File: src/rtl/noc_route_split.sv
// Two-way address-decoding split: hold register feeds one of two DEPTH-entry FIFOs with registered heads; optional per-output counters under NOC_ROUTE_STATS_EN.
// Accept-to-output latency 2 edges; s handshake and FIFO enqueue fire together, and a full target FIFO or s_ready=0 stalls the held flit (head-of-line).
module noc_route_split #(
    parameter int                W      = 9,
    parameter int                ADDR_W = 4,
    parameter logic [ADDR_W-1:0] ADDR   = 4'b0010,
    parameter logic [ADDR_W-1:0] MASK   = 4'b1110,
    parameter int                LEAF   = 1,
    parameter int                DEPTH  = 2
) (
    input  logic         clk,
    input  logic         reset,
    input  logic         in_valid,
    output logic         in_ready,
    input  logic [W-1:0] in_data,
    output logic         out0_valid,
    input  logic         out0_ready,
    output logic [W-1:0] out0_data,
    output logic         out1_valid,
    input  logic         out1_ready,
    output logic [W-1:0] out1_data,
    output logic         s_valid,
    input  logic         s_ready,
    output logic         s_data
`ifdef NOC_ROUTE_STATS_EN
    ,
    output logic [15:0]  cnt0,
    output logic [15:0]  cnt1
`endif
);

    localparam int PW = (DEPTH > 1) ? $clog2(DEPTH) : 1;
    localparam int CW = PW + 1;

    function automatic int lead_ones(input logic [ADDR_W-1:0] m);
        int k;
        k = 0;
        for (int i = ADDR_W - 1; i >= 0; i--)
            if (m[i] && (k == ADDR_W - 1 - i)) k++;
        return k;
    endfunction

    localparam int K    = lead_ones(MASK);
    localparam int TBIT = (K >= ADDR_W) ? 0 : ADDR_W - 1 - K;

    logic              held_q, held_d;
    logic [W-1:0]      hdata_q, hdata_d;
    logic [W-1:0]      mem_q [2][DEPTH];
    logic [W-1:0]      mem_d [2][DEPTH];
    logic [PW-1:0]     rd_q [2], rd_d [2], wr_q [2], wr_d [2];
    logic [CW-1:0]     cnt_q [2], cnt_d [2];
    logic [W-1:0]      head_q [2], head_d [2];
    logic [1:0]        full, enq, deq, out_rdy;
    logic              fire, route;
    logic [ADDR_W-1:0] a;

    assign a = hdata_q[W-1 -: ADDR_W];

    // A tree node whose mask is all ones is the root's pass-through side.
    generate
        if (LEAF != 0) begin : g_leaf
            assign route = ((a & MASK) != ADDR);
        end else if (K >= ADDR_W) begin : g_root
            assign route = 1'b1;
        end else begin : g_tree
            assign route = a[TBIT];
        end
    endgenerate

    assign out_rdy = {out1_ready, out0_ready};

    always_comb begin
        full = '0;
        deq  = '0;
        for (int n = 0; n < 2; n++) begin
            full[n] = (cnt_q[n] == CW'(DEPTH));
            deq[n]  = (cnt_q[n] != '0) && out_rdy[n];
        end
    end

    assign fire     = held_q && s_ready && !full[route];
    assign enq      = {fire && route, fire && !route};
    assign in_ready = !held_q || fire;

    always_comb begin
        held_d  = held_q;
        hdata_d = hdata_q;
        mem_d   = mem_q;
        rd_d    = rd_q;
        wr_d    = wr_q;
        cnt_d   = cnt_q;
        head_d  = head_q;
        if (fire) held_d = 1'b0;
        if (in_valid && in_ready) begin
            held_d  = 1'b1;
            hdata_d = in_data;
        end
        for (int n = 0; n < 2; n++) begin
            if (enq[n]) begin
                mem_d[n][wr_q[n]] = hdata_q;
                wr_d[n]           = wr_q[n] + PW'(1);
            end
            if (deq[n]) rd_d[n] = rd_q[n] + PW'(1);
            if (enq[n] && !deq[n])      cnt_d[n] = cnt_q[n] + CW'(1);
            else if (!enq[n] && deq[n]) cnt_d[n] = cnt_q[n] - CW'(1);
            // Head follows the next stored entry, or the incoming flit if it becomes the only one.
            if (deq[n] && (cnt_q[n] > CW'(1)))
                head_d[n] = mem_q[n][rd_q[n] + PW'(1)];
            else if (enq[n] && ((cnt_q[n] == '0) || deq[n]))
                head_d[n] = hdata_q;
        end
    end

    always_ff @(posedge clk or posedge reset) begin
        if (reset) begin
            held_q  <= 1'b0;
            hdata_q <= '0;
            for (int n = 0; n < 2; n++) begin
                rd_q[n]   <= '0;
                wr_q[n]   <= '0;
                cnt_q[n]  <= '0;
                head_q[n] <= '0;
            end
        end else begin
            held_q  <= held_d;
            hdata_q <= hdata_d;
            rd_q    <= rd_d;
            wr_q    <= wr_d;
            cnt_q   <= cnt_d;
            head_q  <= head_d;
        end
    end

    always_ff @(posedge clk) begin
        mem_q <= mem_d;
    end

    assign out0_valid = (cnt_q[0] != '0);
    assign out1_valid = (cnt_q[1] != '0);
    assign out0_data  = head_q[0];
    assign out1_data  = head_q[1];
    assign s_valid    = held_q;
    assign s_data     = held_q && route;

`ifdef NOC_ROUTE_STATS_EN
    logic [15:0] cnt0_q, cnt0_d, cnt1_q, cnt1_d;

    always_comb begin
        cnt0_d = cnt0_q;
        cnt1_d = cnt1_q;
        if (enq[0] && (cnt0_q != 16'hFFFF)) cnt0_d = cnt0_q + 16'd1;
        if (enq[1] && (cnt1_q != 16'hFFFF)) cnt1_d = cnt1_q + 16'd1;
    end

    always_ff @(posedge clk or posedge reset) begin
        if (reset) begin
            cnt0_q <= '0;
            cnt1_q <= '0;
        end else begin
            cnt0_q <= cnt0_d;
            cnt1_q <= cnt1_d;
        end
    end

    assign cnt0 = cnt0_q;
    assign cnt1 = cnt1_q;
`endif

endmodule

File: config.mk
export PLATFORM = sky130hd
export DESIGN_NAME = noc_route_split
export DESIGN_NICKNAME = d
export VERILOG_FILES = /design/src/rtl/noc_route_split.sv
export SDC_FILE = /design/constraint.sdc
export NUM_CORES = 1
export LEC_CHECK = 0
export CAP_MARGIN = 15
export CORE_UTILIZATION = 35
export CTS_BUF_LIST = sky130_fd_sc_hd__clkbuf_4 sky130_fd_sc_hd__clkbuf_8
export DETAILED_ROUTE_END_ITERATION = 10
export PLACE_DENSITY = 0.57
export SYNTH_ARGS = -nofsm -noshare
export SYNTH_HDL_FRONTEND = slang
export SYNTH_SLANG_ARGS = --single-unit
export TNS_END_PERCENT = 100
File: constraint.sdc
create_clock -name clk -period 2.6 [get_ports clk]
set_input_delay 0.78 -clock clk [delete_from_list [all_inputs] [get_ports clk]]
set_output_delay 0.78 -clock clk [all_outputs]
set_load 0.01 [all_outputs]
==> flow_summary.yaml <==
status:
  outcome: "finished, final reports clean"
critical_path:
  critical_path_class: "input port to output port"
  reg2reg_to: "hdata_q[8]$_DFFE_PP0P_"
  reg2reg_depth: 4
  r2r_slack_ps: 760
  crit_fanout: 2
  r2r_start: "hdata_q[8]$_DFFE_PP0P_"
  slowest_stage: "clkdlybuf4s50_1"
  slowest_delay_ps: 470
  crit_arrival_ps: 1730
  worstPathCellList: "clkdlybuf4s50_1, inv_1, o21ai_1, dlygate4sd2_1"
  critPathRequiredTime_ps: 1820
  crit_path_end_kind: "output port"
  critical_path.startpoint_type: "input port"
yosys:
  async_flop_share_pct: 50.0
  synth.avg_cell_area_um2: 13.1
  syn_area_um2: 3030
  synth_edf_count: 36
  synth_area_leader_cell: "edfxtp_1"
  yosysSeqAreaShare_pct: 65.3
  synthCells: 232
  synth-seq-cells: 72
  netlist.area_leader.share_pct: 35.6
  synth_cell_type_count: 33
  ys_warn_count: 0
  syn_nets: 251
  synth_ff_type: "edfxtp_1"
  yosys-top-cells-area: "edfxtp_1, dfrtp_1, mux2i_1, o21ai_0, nand2_1"
placed_design:
  post-dp-hpwl_mm: 3.70
  gp_congestion: 0.765
  dp_slack_ps: -254
  dpl_cell_area_um2: 3610
  port_buffers: 37
cells_and_area:
  ff_latch_area_um2: 1980
  finalNetCount: 305
  areaGrowthSynthToFinish_pct: 24.6
  nFillCells: 794
  n_antenna_cell: 0
  drive_above_1_share_pct: 17.2
  multi_input_area_um2: 981
  design_area_um2: 3780
cts:
  clkLatencyLatePin_ps: 340
  cts_tree: "yes"
  h-tree-depth: 3
  clock_path_buffers: 2
  clkSlewWorstSetupHoldPaths_ps: 70
  numCtsBuffers: 9
  cts.sinks: 72
  cts_root_buf: "clkbuf_8"
route:
  drt-initial-drc-count: 75
  via_count: 1848
  ant_nets: 0
  wl_per_cell_um: 13.8
  drt_pass1_iterations: 4
  vias_per_cell: 4.67
  routed_wl_mm: 5.47
  drc: 0
die:
  core_area_um2: 8300
  ios: 38
  initial_core_util_pct: 36.5
  die_area_um2: 9040
  rows: 33
  die_w_um: 95.1
  dieHeight_um: 95.1
power:
  power_mw: 4.36
  power_switching_mw: 1.48
  p_int_mw: 2.88
  comb_power_share_pct: 37.1
  p_leak_nw: 1.51
  switching_share_pct: 33.9
  vdd_ir_drop_max_mv: 0.673
  seq_power_share_pct: 45.6
  p_per_area_nw_per_um2: 1150
  clock_power_share_pct: 17.4
sta:
  slew_violations: 0
  finalWorstSetupSlack_ps: 92.2
  finalSetupViolations: 0
  post-route-period-util_pct: 96.5
  fmax_mhz: 399
  fin_skew_ps: 9.84
  max_slew_margin_pct: 62.0
  period_needed_ps: 2510
  rsz0062_at_grt: "false"
  tightest_slew_ps: 570
  hold_viol: 0
global_route:
  antenna_found_initial: 0
  globalRouteMet3Util_pct: 2.71
  grt_pass1_vias: 1873
  track_usage_pct: 13.9
  grtUsageMet1_pct: 18.6
  met2_usage_pct: 21.0
  grt_pass1_wl_mm: 9.14
  top_usage_layer: "met2"
  grt_overflow: 0
  grt_max_degree: 37
run:
  cap_violations: 0
hold_path:
  min_path_cells: 2
  whs_endpoint: "out0_data[1]$_DFFE_PP0P_"
  min_from: "out0_data[1]$_DFFE_PP0P_"
  hp-class: "flop to flop"
[metal layers]
layer	vias up	routed length [um]
li1	930	-
met4	0	135
met1	870	2610
met3	12	185
met5	-	0
met2	36	2540
[power by group through the flow]
stage | clock, mW | sequential (mW) | combinational, mW
4_1_cts | 0.783 | 2.01 | 1.65
2_1_floorplan | 0 | 1.96 | 0.984
5_1_grt | 0.825 | 2.05 | 1.82
6_report | 0.757 | 1.99 | 1.62
3_3_place_gp | 0 | 2.01 | 1.62
3_5_place_dp | 0 | 2.03 | 1.64
[cell families after synthesis]
group           after synthesis  synth area share (%)
buf+inv                      18                  2.72
fa+ha+maj                     4                  1.65
mux                          28                  9.69
xor+xnor                      8                  2.31
compound gates               43                  8.37
flops                        72                  65.3
simple gates                 59                  9.90
[state kept, by name, summed over array words and instances (netlist names)]
register and flops:
s_valid 1, hdata_q 9, out0_data 9, out1_data 9, rd_q 2, mem_q 36
cnt_q 4, wr_q 2
[final cells by class]
class	instances	share of cell area, %
sequential	72	52.4
multi-input combinational	142	26.0
timing repair buffer	52	12.8
clock buffer	10	3.48
tap	105	3.48
clock inverter	6	0.960
inverter	9	0.894
[worst max-delay path by stage]
| stage | startpoint | to | slack [ps] | depth (start not counted) |
|---|---|---|---|---|
| after floorplan | s_ready | mem_q[10]$_DFFE_PP_ | 390 | 2 |
| after global placement | s_ready | in_ready | -250 | 4 |
| after detailed placement | s_ready | in_ready | -250 | 4 |
| after CTS | hdata_q[8]$_DFFE_PP0P_ | s_data | 5 | 3 |
| after global routing | hdata_q[8]$_DFFE_PP0P_ | in_ready | 6 | 4 |
| final | s_ready | in_ready | 90 | 4 |
[Yosys cell counts, types with 2 or more instances]
library cell   n
a22o_1         2
a41oi_2        2
nand2b_1       4
nand3_1        2
mux2i_1       17
buf_4          2
buf_2          6
a21oi_1        2
nand4_1        2
inv_1          9
edfxtp_1      36
and2_1         3
dfrtp_1       36
xnor2_1        6
ha_1           4
or2_2          2
xor2_1         2
o21ai_0       34
nor2_1         2
nand2_1       34
mux2_2        11
nor4bb_1       2
nor2b_1        2
[placed cells by master, fill, tap and decap left out, drive strengths merged, types with 2 or more instances in the layout]
cell,instances
a21oi,2
a22o,2
a41oi,2
and2,3
buf,15
clkbuf,10
clkdlybuf4s50,35
clkinv,5
dfrtp,36
edfxtp,36
ha,4
inv,9
mux2,11
mux2i,17
nand2,34
nand2b,4
nand3,2
nand4,2
nor2,2
nor2b,2
nor4bb,2
o21ai,35
or2,2
xnor2,6
xor2,2
[worst max-delay path: cells and delay by family]
kind / cells / cell delay, ps
buffers and inverters: 3 / 790
AOI/OAI and AO/OA: 1 / 150
[metrics by stage]
step	hold slack [ps]	util (%)	setup TNS, ps	cells
global route	505	45.5	0	396
floorplan	455	-	0	232
global placement	465	43.5	-250	380
detailed placement	471	43.5	-254	380
CTS	489	45.5	0	396
finish	482	45.5	0	396
[timing repair]
item | in CTS | in global routing
hold buffers | 0 | 0
setup buffers | 0 | 0
endpoints found under the setup margin | 1 | 2
resized for setup | 1 | 2
pin swaps | 0 | 0
Note: power is estimated with default switching activity, not from simulation.
